===== src/rtl/pe_pkg.sv =====
// pe_pkg: shared constants and width helpers for the row-stationary PE.
//   DEF_*       default parameter values used by the PE, its tap shifter and its interface
//   clog2       ceiling log2, usable in parameter expressions
//   prodWidth   width of one tap product (sample times weight, no truncation)
//   sumWidth    width that holds the sum of all tap products without overflow
package pe_pkg;

  localparam int DEF_DATA_W = 8;
  localparam int DEF_WGT_W  = 4;
  localparam int DEF_TAPS   = 3;
  localparam int DEF_PSUM_W = 16;

  // Ceiling log2; clog2(1) = 0, clog2(3) = 2, clog2(4) = 2.
  function automatic int clog2(input int value);
    int result;
    int rem;
    result = 0;
    rem    = value - 1;
    while (rem > 0) begin
      result = result + 1;
      rem    = rem >> 1;
    end
    return result;
  endfunction

  function automatic int prodWidth(input int dataW, input int wgtW);
    return dataW + wgtW;
  endfunction

  function automatic int sumWidth(input int dataW, input int wgtW, input int taps);
    return dataW + wgtW + clog2(taps);
  endfunction

endpackage


===== src/rtl/pe_row_mac_if.sv =====
// pe_row_mac_if: the PE's data and handshake bundle.
//   filt_load/filt_in      weight load strobe and packed per-tap weights (into the PE)
//   filt_out               stored weights, forwarded to the neighbour PE
//   ifmap_valid/row_start  sample strobe and start-of-row qualifier (into the PE)
//   ifmap_in/ifmap_out     incoming sample / newest stored sample forwarded on
//   psum_in                upstream partial sum, aligned with ifmap_valid
//   psum_valid_out/psum_out/sat_flag  result strobe, saturated result, clamp flag
// The master modport is the side feeding the PE; slave is the PE itself.
interface pe_row_mac_if
  import pe_pkg::*;
#(
  parameter int DATA_W = DEF_DATA_W,
  parameter int WGT_W  = DEF_WGT_W,
  parameter int TAPS   = DEF_TAPS,
  parameter int PSUM_W = DEF_PSUM_W
);

  logic                    filt_load;
  logic [TAPS*WGT_W-1:0]   filt_in;
  logic [TAPS*WGT_W-1:0]   filt_out;
  logic                    ifmap_valid;
  logic                    row_start;
  logic [DATA_W-1:0]       ifmap_in;
  logic [DATA_W-1:0]       ifmap_out;
  logic [PSUM_W-1:0]       psum_in;
  logic                    psum_valid_out;
  logic [PSUM_W-1:0]       psum_out;
  logic                    sat_flag;

  modport master (
    output filt_load, filt_in, ifmap_valid, row_start, ifmap_in, psum_in,
    input  filt_out, ifmap_out, psum_valid_out, psum_out, sat_flag
  );

  modport slave (
    input  filt_load, filt_in, ifmap_valid, row_start, ifmap_in, psum_in,
    output filt_out, ifmap_out, psum_valid_out, psum_out, sat_flag
  );

endinterface


===== src/rtl/pe_tap_shift.sv =====
// pe_tap_shift: sliding ifmap window and window-fill tracker.
//   clk, rst_n       clock, synchronous active-low reset
//   en_i             global enable; low freezes the shifter and fill count
//   sampleValid_i    a sample is presented this cycle
//   rowStart_i       the presented sample begins a new row
//   sample_i         the presented sample
//   win_o            window: lane 0 is the live sample, lane k the k-th older stored sample
//   winComplete_o    the window formed with the live sample is fully populated
//   newest_o         most recently stored sample
module pe_tap_shift
  import pe_pkg::*;
#(
  parameter int DATA_W = DEF_DATA_W,
  parameter int TAPS   = DEF_TAPS
) (
  input  logic                        clk,
  input  logic                        rst_n,
  input  logic                        en_i,
  input  logic                        sampleValid_i,
  input  logic                        rowStart_i,
  input  logic [DATA_W-1:0]           sample_i,
  output logic [TAPS-1:0][DATA_W-1:0] win_o,
  output logic                        winComplete_o,
  output logic [DATA_W-1:0]           newest_o
);

  localparam int FILL_W = clog2(TAPS);
  localparam logic [FILL_W-1:0] FILL_MAX = FILL_W'(TAPS - 1);

  logic [TAPS-2:0][DATA_W-1:0] sr_q, sr_d;
  logic [FILL_W-1:0]           fill_q, fill_d;
  logic                        accept;

  assign accept   = en_i & sampleValid_i;
  assign newest_o = sr_q[0];

  // The window feeds the multipliers combinationally, so lane 0 is the
  // live input rather than a stored sample.
  always_comb begin
    win_o    = '0;
    win_o[0] = sample_i;
    for (int k = 1; k < TAPS; k++) begin
      win_o[k] = sr_q[k-1];
    end
  end

  // A row restart discards history, so the restarting sample can never
  // close a window regardless of what the fill count says.
  assign winComplete_o = !rowStart_i && (fill_q == FILL_MAX);

  always_comb begin
    sr_d   = sr_q;
    fill_d = fill_q;
    if (accept) begin
      sr_d[0] = sample_i;
      for (int k = 1; k < TAPS - 1; k++) begin
        sr_d[k] = sr_q[k-1];
      end
      if (rowStart_i) begin
        fill_d = FILL_W'(1);
      end else if (fill_q != FILL_MAX) begin
        fill_d = fill_q + FILL_W'(1);
      end
    end
  end

  always_ff @(posedge clk) begin
    if (!rst_n) begin
      sr_q   <= '0;
      fill_q <= '0;
    end else begin
      sr_q   <= sr_d;
      fill_q <= fill_d;
    end
  end

endmodule


===== src/rtl/pe_row_mac.sv =====
// pe_row_mac: parametrised row-stationary processing element.
//   clk, rst_n  clock, synchronous active-low reset (overrides en)
//   en          global enable; low holds every register
//   bus         pe_row_mac_if slave: weight load/forward, ifmap stream in/forward,
//               upstream psum in, saturated psum out with valid strobe and clamp flag
// Two stages: tap products are registered at the accept edge, then summed
// with the upstream psum and saturated at the following enabled edge.
module pe_row_mac
  import pe_pkg::*;
#(
  parameter int DATA_W = DEF_DATA_W,
  parameter int WGT_W  = DEF_WGT_W,
  parameter int TAPS   = DEF_TAPS,
  parameter int PSUM_W = DEF_PSUM_W
) (
  input  logic          clk,
  input  logic          rst_n,
  input  logic          en,
  pe_row_mac_if.slave   bus
);

  localparam int PROD_W = prodWidth(DATA_W, WGT_W);
  localparam int SUM_W  = PSUM_W + 1;

  logic [TAPS*WGT_W-1:0]       wgt_q;
  logic [TAPS-1:0][DATA_W-1:0] win;
  logic                        winComplete;
  logic [DATA_W-1:0]           newest;
  logic                        accept;

  logic [TAPS-1:0][PROD_W-1:0] prod_q, prod_d;
  logic [PSUM_W-1:0]           psumIn_q;
  logic                        v1_q;

  logic [SUM_W-1:0]            sum_d;
  logic [PSUM_W-1:0]           psumSat_d;
  logic [PSUM_W-1:0]           psumOut_q;
  logic                        sat_q;
  logic                        valid_q;

  assign accept = en & bus.ifmap_valid;

  pe_tap_shift #(
    .DATA_W (DATA_W),
    .TAPS   (TAPS)
  ) u_tapShift (
    .clk           (clk),
    .rst_n         (rst_n),
    .en_i          (en),
    .sampleValid_i (bus.ifmap_valid),
    .rowStart_i    (bus.row_start),
    .sample_i      (bus.ifmap_in),
    .win_o         (win),
    .winComplete_o (winComplete),
    .newest_o      (newest)
  );

  // Products use the weights currently held, so a load in the same cycle
  // as an accept only affects later samples.
  always_comb begin
    prod_d = '0;
    for (int k = 0; k < TAPS; k++) begin
      prod_d[k] = PROD_W'(win[k]) * PROD_W'(wgt_q[k*WGT_W +: WGT_W]);
    end
  end

  // One extra bit above PSUM_W is enough: the product sum fits in PSUM_W
  // bits and psum_in is below 2^PSUM_W, so the top bit set means overflow.
  always_comb begin
    sum_d = SUM_W'(psumIn_q);
    for (int k = 0; k < TAPS; k++) begin
      sum_d = sum_d + SUM_W'(prod_q[k]);
    end
    psumSat_d = sum_d[PSUM_W] ? '1 : sum_d[PSUM_W-1:0];
  end

  always_ff @(posedge clk) begin
    if (!rst_n) begin
      wgt_q <= '0;
    end else if (en && bus.filt_load) begin
      wgt_q <= bus.filt_in;
    end
  end

  // Stage 1 data registers only move on an accept; the valid bit is
  // cleared on any other enabled cycle so bubbles propagate.
  always_ff @(posedge clk) begin
    if (!rst_n) begin
      prod_q   <= '0;
      psumIn_q <= '0;
      v1_q     <= 1'b0;
    end else if (en) begin
      if (accept) begin
        prod_q   <= prod_d;
        psumIn_q <= bus.psum_in;
        v1_q     <= winComplete;
      end else begin
        v1_q     <= 1'b0;
      end
    end
  end

  // Result data holds across bubbles so downstream logic sees a stable bus.
  always_ff @(posedge clk) begin
    if (!rst_n) begin
      psumOut_q <= '0;
      sat_q     <= 1'b0;
      valid_q   <= 1'b0;
    end else if (en) begin
      valid_q <= v1_q;
      if (v1_q) begin
        psumOut_q <= psumSat_d;
        sat_q     <= sum_d[PSUM_W];
      end
    end
  end

  assign bus.filt_out       = wgt_q;
  assign bus.ifmap_out      = newest;
  assign bus.psum_out       = psumOut_q;
  assign bus.sat_flag       = sat_q;
  assign bus.psum_valid_out = valid_q;

endmodule


===== src/flat_wrapper.sv =====
// flat-port wrapper written by rule: the top's interface ports become plain ports
module pe_row_mac_flat import pe_pkg::*;
#(
  parameter int DATA_W = DEF_DATA_W,
  parameter int WGT_W  = DEF_WGT_W,
  parameter int TAPS   = DEF_TAPS,
  parameter int PSUM_W = DEF_PSUM_W
)
  (clk, rst_n, en, bus_filt_load, bus_filt_in, bus_ifmap_valid, bus_row_start, bus_ifmap_in, bus_psum_in, bus_filt_out, bus_ifmap_out, bus_psum_valid_out, bus_psum_out, bus_sat_flag);
  pe_row_mac_if #(.DATA_W(DATA_W), .WGT_W(WGT_W), .TAPS(TAPS), .PSUM_W(PSUM_W)) bus_i ();
  input  logic clk;
  input  logic rst_n;
  input  logic en;
  input wire logic [$bits(bus_i.filt_load)-1:0] bus_filt_load;
  input wire logic [$bits(bus_i.filt_in)-1:0] bus_filt_in;
  input wire logic [$bits(bus_i.ifmap_valid)-1:0] bus_ifmap_valid;
  input wire logic [$bits(bus_i.row_start)-1:0] bus_row_start;
  input wire logic [$bits(bus_i.ifmap_in)-1:0] bus_ifmap_in;
  input wire logic [$bits(bus_i.psum_in)-1:0] bus_psum_in;
  output wire logic [$bits(bus_i.filt_out)-1:0] bus_filt_out;
  output wire logic [$bits(bus_i.ifmap_out)-1:0] bus_ifmap_out;
  output wire logic [$bits(bus_i.psum_valid_out)-1:0] bus_psum_valid_out;
  output wire logic [$bits(bus_i.psum_out)-1:0] bus_psum_out;
  output wire logic [$bits(bus_i.sat_flag)-1:0] bus_sat_flag;
  assign bus_i.filt_load = bus_filt_load;
  assign bus_i.filt_in = bus_filt_in;
  assign bus_i.ifmap_valid = bus_ifmap_valid;
  assign bus_i.row_start = bus_row_start;
  assign bus_i.ifmap_in = bus_ifmap_in;
  assign bus_i.psum_in = bus_psum_in;
  assign bus_filt_out = bus_i.filt_out;
  assign bus_ifmap_out = bus_i.ifmap_out;
  assign bus_psum_valid_out = bus_i.psum_valid_out;
  assign bus_psum_out = bus_i.psum_out;
  assign bus_sat_flag = bus_i.sat_flag;
  pe_row_mac #(.DATA_W(DATA_W), .WGT_W(WGT_W), .TAPS(TAPS), .PSUM_W(PSUM_W)) u_core (.clk(clk), .rst_n(rst_n), .en(en), .bus(bus_i));
endmodule

===== config.mk =====
export PLATFORM = sky130hd
export DESIGN_NAME = pe_row_mac_flat
export DESIGN_NICKNAME = d
export VERILOG_FILES = /design/src/rtl/pe_pkg.sv /design/src/rtl/pe_row_mac_if.sv /design/src/rtl/pe_tap_shift.sv /design/src/rtl/pe_row_mac.sv /design/src/flat_wrapper.sv
export SDC_FILE = /design/constraint.sdc
export NUM_CORES = 1
export LEC_CHECK = 0
export CAP_MARGIN = 20
export CELL_PAD_IN_SITES_DETAIL_PLACEMENT = 2
export CELL_PAD_IN_SITES_GLOBAL_PLACEMENT = 2
export CORE_MARGIN = 5
export CORE_UTILIZATION = 31
export DETAILED_ROUTE_END_ITERATION = 8
export GPL_ROUTABILITY_DRIVEN = 0
export PLACE_DENSITY_LB_ADDON = 0.1
export SETUP_SLACK_MARGIN = 0.05
export SLEW_MARGIN = 30
export SYNTH_ARGS = -nofsm -noshare
export SYNTH_HDL_FRONTEND = slang
export SYNTH_SLANG_ARGS = --single-unit
export TNS_END_PERCENT = 100

===== constraint.sdc =====
create_clock -name clk -period 4 [get_ports clk]
set_input_delay 0.4 -clock clk [delete_from_list [all_inputs] [get_ports clk]]
set_output_delay 0.4 -clock clk [all_outputs]
set_load 0.03 [all_outputs]

# --- Word level (Yosys, flattened, before mapping) ---
# Index checks and enable logic that the tools add are counted.
totals:
  register_bits: 101
  inputBits: 42
  out_inout_bits: 38
  wordCells: 33
classes:
  add_sub_neg: 4
  mul: 3
  n_eq_ne: 2
  mux: 4
  bitwise_logic: 1
  n_reduce_logical: 7
ops:
  columns: ["op", "count"]
  rows:
  - ["$mul A8 B4 Y12", 3]
  - ["$add A17 B12 Y17", 2]
  - ["$add A16 B12 Y17", 1]
  - ["$mux W16", 1]
  - ["$reduce_and A2 Y1", 3]
  - ["$mux W2", 2]
  - ["$add A2 B1 Y2 const B", 1]
  - ["$eq A2 B2 Y1 const B", 1]
  - ["$logic_and A1 B1 Y1", 2]
  - ["$ne A2 B2 Y1 const B", 1]
  - ["$reduce_bool A2 Y1", 1]
  - ["$and A1 B1 Y1", 1]
  - ["$logic_not A1 Y1", 1]
  - ["$mux W1", 1]

# --- Depth between registers and ports, before layout ---
# Gate-level depths: netlist (run 1).
depth:
  depth_word: 4
  depth_mapped: 12

# --- Modules after synthesis ---
# Synthesis (run 1) repeated with hierarchy kept, for this count alone.
hier_totals:
  cells_unflattened: 953
  hier_area_um2: 8003.9
by_module_without_submodules:
  columns: ["mod", "n_inst", "cells_per_inst", "area_each_um2", "seq_area_each_um2"]
  rows:
  - ["pe_row_mac", 1, 855, 7130.6, 1661.6]
  - ["pe_tap_shift", 1, 98, 873.3, 360.3]

# --- Least setup slack after synthesis (run 1) ---
# No wires, ideal clock.
synth_path:
  kind: "register -> register"
  from: "register u_core.wgt_q[3], in the netlist u_core.bus.filt_out[3]"
  to: "register u_core.prod_q[11] in the netlist's numbering"
  arrival_ns: 3.236
  t_required_ns: 3.875
  slack_ns: 0.639
  stages_incl_launch_ff: 11
  path_buffers: 0
  path_cell_list: "dfxtp_1 nand2_1 fa_1 fa_1 inv_1 ha_1 a211oi_1 o21ai_0 a2111oi_0 or3_1 nand3_1"
synth_between:
  elab_chain_cells: 1
synth_rtl:
  columns: ["item", "line", "rtl"]
  rows:
  - ["from (decl)", "pe_row_mac.sv:25", "logic [TAPS*WGT_W-1:0] wgt_q;"]
  - ["from (signal assigned)", "pe_row_mac.sv:81", "wgt_q <= bus.filt_in;"]
  - ["$mul A8 B4 Y12", "pe_row_mac.sv:63", "prod_d[k] = PROD_W'(win[k]) * PROD_W'(wgt_q[k*WGT_W +: WGT_W]);"]
  - ["to (signal assigned)", "pe_row_mac.sv:94", "prod_q <= prod_d;"]
  - ["to (decl)", "pe_row_mac.sv:31", "logic [TAPS-1:0][PROD_W-1:0] prod_q, prod_d;"]
# No other way between the ends.
# A chain may end at the register's enable or synchronous reset.

# --- Final worst setup path (run 1) ---
layout_path:
  from: "register u_core.psumIn_q[1]"
  to: "register u_core.psumOut_q[15], in the netlist u_core.bus.psum_out[15]"
layout_between:
  elab_chain_cells: 4
layout_rtl:
  columns: ["item", "line", "rtl"]
  rows:
  - ["from (decl)", "pe_row_mac.sv:32", "logic [PSUM_W-1:0] psumIn_q;"]
  - ["from (signal assigned)", "pe_row_mac.sv:95", "psumIn_q <= bus.psum_in;"]
  - ["$add A16 B12 Y17", "pe_row_mac.sv:72", "sum_d = sum_d + SUM_W'(prod_q[k]);"]
  - ["$add A17 B12 Y17 (2 in series)", "pe_row_mac.sv:72", null]
  - ["$mux W16", "pe_row_mac.sv:74", "psumSat_d = sum_d[PSUM_W] ? '1 : sum_d[PSUM_W-1:0];"]
  - ["to (signal assigned)", "pe_row_mac.sv:112", "psumOut_q <= psumSat_d;"]
  - ["to (decl)", "pe_row_mac.sv:37", "logic [PSUM_W-1:0] psumOut_q;"]
# No other way between the ends.

==> results.md, run 1 <==
* Die Width at 170 µm
* Synth top area share at 25.4%
* CTS tree: built
* Worst-Skew Late Latency at 0.36 ns
* Hold Startpoint: u_core.psumIn_q[6]$_SDFFE_PN0P_
* Crit Path Category: register to register
* H-tree depth at 3
* DRT Pass-1 Iters at 4
* PD cells at 249 nW/µm²
* Vias in the first global route at 7233
* Crit path cell chain: inv_1 -> fa_1 -> inv_1 -> fa_1 -> ha_1 -> fa_1 -> a211oi_1 -> o21ai_0 -> a2111oi_2 -> nor2_1 -> a311oi_1
* Synthesized cell area at 7970 µm²
* Crit path largest cell delay at 0.54 ns
* Total Routing Usage GR at 16.3%
* Pin count of the biggest net entering global routing at 78
* RR Endpoint: u_core.bus.psum_out[15]$_SDFFE_PN0P_
* Max-Cap Viols at 0
* Vias at 6593
* Clock share of power at 40.7%
* Sequential share of power at 45.7%
* N_diodes at 0
* Post-CTS setup buffers at 0
* Initial drt markers at 185
* Clk_skew at 0.0120 ns
* Post-synth EDFFs at 0
* Top post-synthesis cells by area: dfxtp_1 (25%), fa_1 (15%), ha_1 (10%), nand2_1 (7.2%), inv_1 (6.5%)
* Final Hold Violating Endpoints at 0
* Yosys cell types at 49
* Req. time, crit path at 4.27 ns
* Internal Pwr Total at 1.68 mW
* Number of remaining DRC errors at 0
* Worst setup SP type: register
* Cts bufs inserted at 9
* Switching pwr at 0.651 mW
* Worst r2r src: u_core.psumIn_q[1]$_SDFFE_PN0P_
* Fmax at 273 MHz
* Pwr Total at 2.33 mW
* Critical Path End Type: register
* Crit path arrival time at 3.93 ns
* IO Pins at 80
* Clock transition at path regs at 0.08 ns
* Initial antenna violation count at 0
* Max_slew headroom at 54.5%
* FF-to-FF path depth at 11
* Chip height at 170 µm
* Net Count, Synth at 1131
* Clock Sinks at 101
* YS warnings at 0
* Fill cells at 2946
* Leak at 4.02 nW
* Core Region at 25300 µm²
* Post-route ant nets at 0
* Synthesis-to-layout area growth at 17.4%
* RSZ-0062 raised after global routing: false
* Design area at 9350 µm²
* Dpl hpwl at 17800 µm
* Ys flop type: dfxtp_1
* Initial core utilization at 31.5%
* Worst Path Max Fanout at 3
* Crit path launch: u_core.psumIn_q[1]$_SDFFE_PN0P_
* Sw Share at 28.0%
* Layout Nets at 1184
* Flops & latches, synth at 101
* Logic pwr share at 13.6%
* Total routed wirelength at 22700 µm
* Sequential area share after synthesis at 25.4%
* Global-route wire length before repair at 38300 µm
* Slew Viols, Final at 0
* Post-place instance area at 9040 µm²
* Status: complete, no violations
* Synth cell count leaders: nand2_1 (153), inv_1 (139), dfxtp_1 (101)
* WP buf/inv at 2
* Avg Cell Area, Syn at 8.26 µm²
* Overflow after GRT at 0
* Max clock buf depth at 2
* Worst slew pin tran at 0.683 ns
* Worst Hold Class: register to register
* Mapped Cells at 965
* Final period util at 91.4%
* Fin crit period at 3.66 ns
* Worst reg2reg setup slack at 0.34 ns
* Vias per cell at 4.87
* Critical path's most frequent cell: fa_1
* Row count at 58
* Crit-path slowest cell: fa_1
* CTS root buffer: clkbuf_16
* Crit-path leading delay family: adder cells
* Endpoints failing setup at 0
* Max VDD drop at 0.186 mV
* Instance count on the critical path at 11
* Yosys top cell by area: dfxtp_1
* Wire per inst at 16.7 µm
* Die area at 29000 µm²
* Synth async-reset ratio at 0%
* Critical Path End: u_core.bus.psum_out[15]$_SDFFE_PN0P_
* IO buf count at 79
* Fraction of layout cells with a size suffix above 1 at 3.23%
* Most frequent cell after synthesis: nand2_1
[worst reg2reg max path, stage by stage (launching register included)]
cell and delay [ns]:
dfxtp_1 0.34, inv_1 0.06, fa_1 0.54, inv_1 0.06, fa_1 0.45, ha_1 0.25, fa_1 0.43, a211oi_1 0.40
o21ai_0 0.24, a2111oi_2 0.44, nor2_1 0.10, a311oi_1 0.27
[cells in the final DEF (no fill, tap or decap), drive strengths merged, types with 11 or more instances in the layout]
cell           instances
nand2                153
inv                  140
dfxtp                101
and2                  79
clkdlybuf4s50         78
ha                    64
a21boi                62
fa                    60
o21ai                 49
a21oi                 34
nand3                 31
xor2                  12
or3                   11
[metal layers]
| metal | track usage (%) | up-vias | share of wire (%) |
|---|---|---|---|
| met5 | 0 | - | 0 |
| met4 | 3.82 | 0 | 1.3 |
| li1 | - | 3269 | - |
| met2 | 27.5 | 74 | 47 |
| met3 | 2.32 | 18 | 2.6 |
| met1 | 22.1 | 3232 | 50 |
[power by group through the flow]
stage	sequential (mW)	combinational, mW	clock (mW)
2_1_floorplan	1.08	0.188	0
3_3_place_gp	1.09	0.316	0
3_5_place_dp	1.09	0.321	0
4_1_cts	1.06	0.326	0.982
5_1_grt	1.07	0.358	1.02
6_report	1.06	0.316	0.948
[metrics by stage]
step	std cells	hold slack (ns)	worst slack [ns]	TNS, ns	util (%)
2_1_floorplan	965	0.441	0.639	0	-
3_3_place_gp	1337	0.455	0.0770	0	35.8
3_5_place_dp	1337	0.463	-0.108	-0.108	35.8
4_1_cts	1353	0.476	0.255	0	37.0
5_1_grt	1353	0.496	0.0943	0	37.0
6_report	1353	0.471	0.343	0	37.0
[kinds of logic after synthesis]
logic type / after synthesis / share of synthesized area, %
AOI/OAI and AO/OA: 217 / 18.4
xor gates and xnor gates: 17 / 1.87
adders and majority gates: 124 / 25.1
buffers and inverters: 184 / 9.14
DFF: 101 / 25.4
muxes: 2 / 0.251
and+or+nand+nor: 320 / 19.8
[worst min path at each step]
stage | to | slack, ns | cells after the start
after global routing | u_core.prod_q[16]$_SDFFE_PN0P_ | 0.50 | 2
after CTS | u_core.psumIn_q[3]$_SDFFE_PN0P_ | 0.48 | 2
after floorplan | u_core.prod_q[16]$_SDFFE_PN0P_ | 0.44 | 2
after detailed placement | u_core.psumIn_q[3]$_SDFFE_PN0P_ | 0.46 | 2
final | u_core.psumIn_q[6]$_SDFFE_PN0P_ | 0.47 | 2
after global placement | u_core.prod_q[18]$_SDFFE_PN0P_ | 0.46 | 2
[repair_timing]
action / CTS / global route
endpoints found under the setup margin: 0 / 1
hold buffers: 0 / 0
resized for setup: 0 / 1
[registers in the layout, indices dropped and copies added (netlist names)]
register	count
u_core.u_tapShift.fill_q	2
u_core.u_tapShift.newest_o	8
u_core.bus.sat_flag	1
u_core.bus.psum_out	16
u_core.prod_q	36
u_core.bus.filt_out	12
u_core.bus.psum_valid_out	1
u_core.v1_q	1
u_core.u_tapShift.win_o	8
u_core.psumIn_q	16
[area by class of cell]
cell class	instances	area, µm²	area share [%]
Multi-Input combinational cell	680	5220	55.8
Tap cell	330	413	4.42
Clock buffer	10	239	2.56
Sequential cell	101	2020	21.6
Timing Repair Buffer	87	861	9.21
Clock inverter	6	71.3	0.763
Inverter	139	522	5.58
No activity file was read; power rests on OpenSTA's default activity.
==> inputs of run 2 (changes only) <==
Settings changed: CAP_MARGIN 20 to 40, CORE_MARGIN 5 to 3.
==> run 2 against run 1 <==
Compared with the run above:
- sequential power about the same
- non-clock buffer count grew 3
- count of clock-buffer cells in the layout shrank 1
- routed wire length is 1.9% higher
- utilization rose by 0.11 points
- die area decreased by 4.6%
- clock skew up 0.0036 ns
- global-route usage is 1.0 points higher
- combinational power barely moved
- sequential share of layout area shrank 0.066 points
- setup slack better by 0.010 ns
==> results.md, run 2 (synthesized netlist as in run 1, its figures left out) <==
* IO buf count at 79 (unchanged)
* PD cells at 250 nW/µm² (was 249 nW/µm²)
* Core Region at 25300 µm² (unchanged)
* Status: complete, no violations (unchanged)
* Max VDD drop at 0.186 mV (about the same)
* RR Endpoint: u_core.bus.psum_out[15]$_SDFFE_PN0P_ (unchanged)
* Internal Pwr Total at 1.67 mW (was 1.68 mW)
* Critical path's most frequent cell: fa_1 (unchanged)
* IO Pins at 80 (unchanged)
* Critical Path End Type: register (unchanged)
* Row count at 58 (unchanged)
* Crit Path Category: register to register (unchanged)
* Synthesis-to-layout area growth at 17.7% (was 17.4%)
* Most frequent cells in the layout: nand2_1 (152), inv_1 (139), dfxtp_1 (101), and2_1 (78), clkdlybuf4s50_1 (78) (unchanged)
* Worst r2r src: u_core.psumIn_q[1]$_SDFFE_PN0P_ (unchanged)
* Leak at 4.04 nW (was 4.02 nW)
* Worst setup SP type: register (unchanged)
* Hold Path Sink: u_core.prod_q[1]$_SDFFE_PN0P_ (was u_core.psumIn_q[6]$_SDFFE_PN0P_)
* Crit path largest cell delay at 0.53 ns (was 0.54 ns)
* Crit path cell chain: inv_1 -> fa_1 -> inv_1 -> fa_1 -> ha_1 -> fa_1 -> a211oi_1 -> o21ai_0 -> a2111oi_2 -> nor2_1 -> a311oi_1 (unchanged)
* Total routed wirelength at 23100 µm (was 22700 µm)
* Logic pwr share at 13.5% (was 13.6%)
* Overflow after GRT at 0 (unchanged)
* Clock transition at path regs at 0.09 ns (was 0.08 ns)
* Worst reg2reg setup slack at 0.35 ns (was 0.34 ns)
* Max clock buf depth at 2 (unchanged)
* Vias per cell at 4.87 (about the same)
* Hold Path Cell Cnt at 2 (unchanged)
* DRT Pass-1 Iters at 4 (unchanged)
* FF-to-FF path depth at 11 (unchanged)
* Post-route ant nets at 0 (unchanged)
* Post-CTS setup buffers at 0 (unchanged)
* Global-route wire length before repair at 39300 µm (was 38300 µm)
* Max_slew headroom at 58.2% (was 54.5%)
* Total Routing Usage GR at 17.3% (was 16.3%)
* Chip height at 166 µm (was 170 µm)
* Fill cells at 2926 (was 2946)
* Number of flip-flops in the largest register at 36 (unchanged)
* Crit path arrival time at 3.93 ns (about the same)
* Worst Hold Class: register to register (unchanged)
* Sw Share at 28.8% (was 28.0%)
* Largest Register: u_core.prod_q (unchanged)
* Pin count of the biggest net entering global routing at 53 (was 78)
* Max-Cap Viols at 0 (unchanged)
* Fin crit period at 3.65 ns (was 3.66 ns)
* Endpoints failing setup at 0 (unchanged)
* WP buf/inv at 2 (unchanged)
* Fmax at 274 MHz (was 273 MHz)
* RSZ-0062 raised after global routing: false (unchanged)
* Worst-Skew Late Latency at 0.37 ns (was 0.36 ns)
* Die area at 27700 µm² (was 29000 µm²)
* Req. time, crit path at 4.29 ns (was 4.27 ns)
* Tightest hold margin at 0.472 ns (was 0.471 ns)
* Clk_skew at 0.0156 ns (was 0.0120 ns)
* H-tree depth at 3 (unchanged)
* Clock share of power at 41.2% (was 40.7%)
* Initial core utilization at 31.5% (unchanged)
* Initial drt markers at 202 (was 185)
* Die Width at 166 µm (was 170 µm)
* Worst Path Max Fanout at 3 (unchanged)
* Worst slew pin tran at 0.628 ns (was 0.683 ns)
* Clock Sinks at 101 (unchanged)
* Slew Viols, Final at 0 (unchanged)
* Fraction of layout cells with a size suffix above 1 at 3.51% (was 3.23%)
* Most common cell after layout, fill and taps aside: nand2_1 (unchanged)
* Cts bufs inserted at 9 (unchanged)
* Sequential share of power at 45.3% (was 45.7%)
* Hold_buf cts at 0 (unchanged)
* Crit-path leading delay family: adder cells (unchanged)
* Dpl hpwl at 18300 µm (was 17800 µm)
* Hold Startpoint: u_core.prod_q[1]$_SDFFE_PN0P_ (was u_core.psumIn_q[6]$_SDFFE_PN0P_)
* Final period util at 91.2% (was 91.4%)
* Initial antenna violation count at 0 (unchanged)
* Final Hold Violating Endpoints at 0 (unchanged)
* Setup_tns at 0 ns (unchanged)
* Pwr Total at 2.35 mW (was 2.33 mW)
* Switching pwr at 0.676 mW (was 0.651 mW)
* CTS root buffer: clkbuf_16 (unchanged)
* Crit-path slowest cell: fa_1 (unchanged)
* N_diodes at 0 (unchanged)
* Vias at 6598 (was 6593)
* CTS tree: built (unchanged)
* Vias in the first global route at 7312 (was 7233)
* Wire per inst at 17.0 µm (was 16.7 µm)
* CTS resizes at 0 (unchanged)
* Layout Nets at 1187 (was 1184)
* Number of remaining DRC errors at 0 (unchanged)
## run 2: cell count changes in the layout (fill, tap and decap cells not counted), sizes merged
cell / change
buf: +3
clkbuf: -1
clkinvlp: -1
inv: +2
## run 2: power by group through the flow
stage	clock, mW	sequential [mW]	combinational, mW
global route	1.04	1.07	0.363
global placement	0	1.09	0.314
finish	0.966	1.06	0.317
CTS	1.01	1.06	0.326
detailed placement	0	1.09	0.323
floorplan	0	1.08	0.188
## run 2: routing by layer
| layer | global-route usage [%] | wire length, µm | vias up |
|---|---|---|---|
| li1 | - | - | 3279 |
| met1 | 23.2 | 11300 | 3218 |
| met2 | 29.6 | 10800 | 82 |
| met3 | 2.48 | 570 | 19 |
| met4 | 4.27 | 357 | 0 |
| met5 | 0 | 0 | - |
## run 2: per-stage QoR
| step | util (%) | cell area, µm² | setup slack, ns | cells |
|---|---|---|---|---|
| final | 37.1 | 9380 | 0.353 | 1356 |
| after global routing | 37.1 | 9380 | 0.0661 | 1356 |
| after CTS | 37.1 | 9380 | 0.290 | 1356 |
| after detailed placement | 35.9 | 9060 | 0.0696 | 1340 |
| after global placement | 35.8 | 9040 | 0.0881 | 1339 |
| after floorplan | - | 7970 | 0.639 | 965 |
## run 2: layout make-up
type	instances	area (µm²)	share of cell area, %
flip-flops and latches	101	2020	21.6
clock inverters	7	92.6	0.987
multi-input cells	680	5220	55.7
inverters	139	522	5.56
clock buffers	9	225	2.40
repair buffers	90	883	9.42
well taps	330	413	4.40
## run 2: how the worst max path moves through the flow
stage | from | to | slack, ns | cells past startpoint
after global routing | u_core.psumIn_q[1]$_SDFFE_PN0P_ | u_core.bus.psum_out[15]$_SDFFE_PN0P_ | 0.07 | 11
after floorplan | u_core.bus.filt_out[3]$_SDFFE_PN0P_ | u_core.prod_q[11]$_SDFFE_PN0P_ | 0.64 | 10
final | u_core.psumIn_q[1]$_SDFFE_PN0P_ | u_core.bus.psum_out[15]$_SDFFE_PN0P_ | 0.35 | 11
after global placement | bus_ifmap_in[1] | u_core.prod_q[11]$_SDFFE_PN0P_ | 0.09 | 11
after CTS | u_core.psumIn_q[1]$_SDFFE_PN0P_ | u_core.bus.psum_out[15]$_SDFFE_PN0P_ | 0.29 | 11
after detailed placement | bus_ifmap_in[2] | u_core.prod_q[11]$_SDFFE_PN0P_ | 0.07 | 11
## run 2: worst reg2reg max path, delay by kind of cell (launching register included)
kind | cells | cell delay [ns]
and+or+nand+nor | 1 | 0.09
buffers and inverters | 2 | 0.11
DFF | 1 | 0.34
AOI/OAI and AO/OA | 4 | 1.32
adders and majority gates | 4 | 1.70
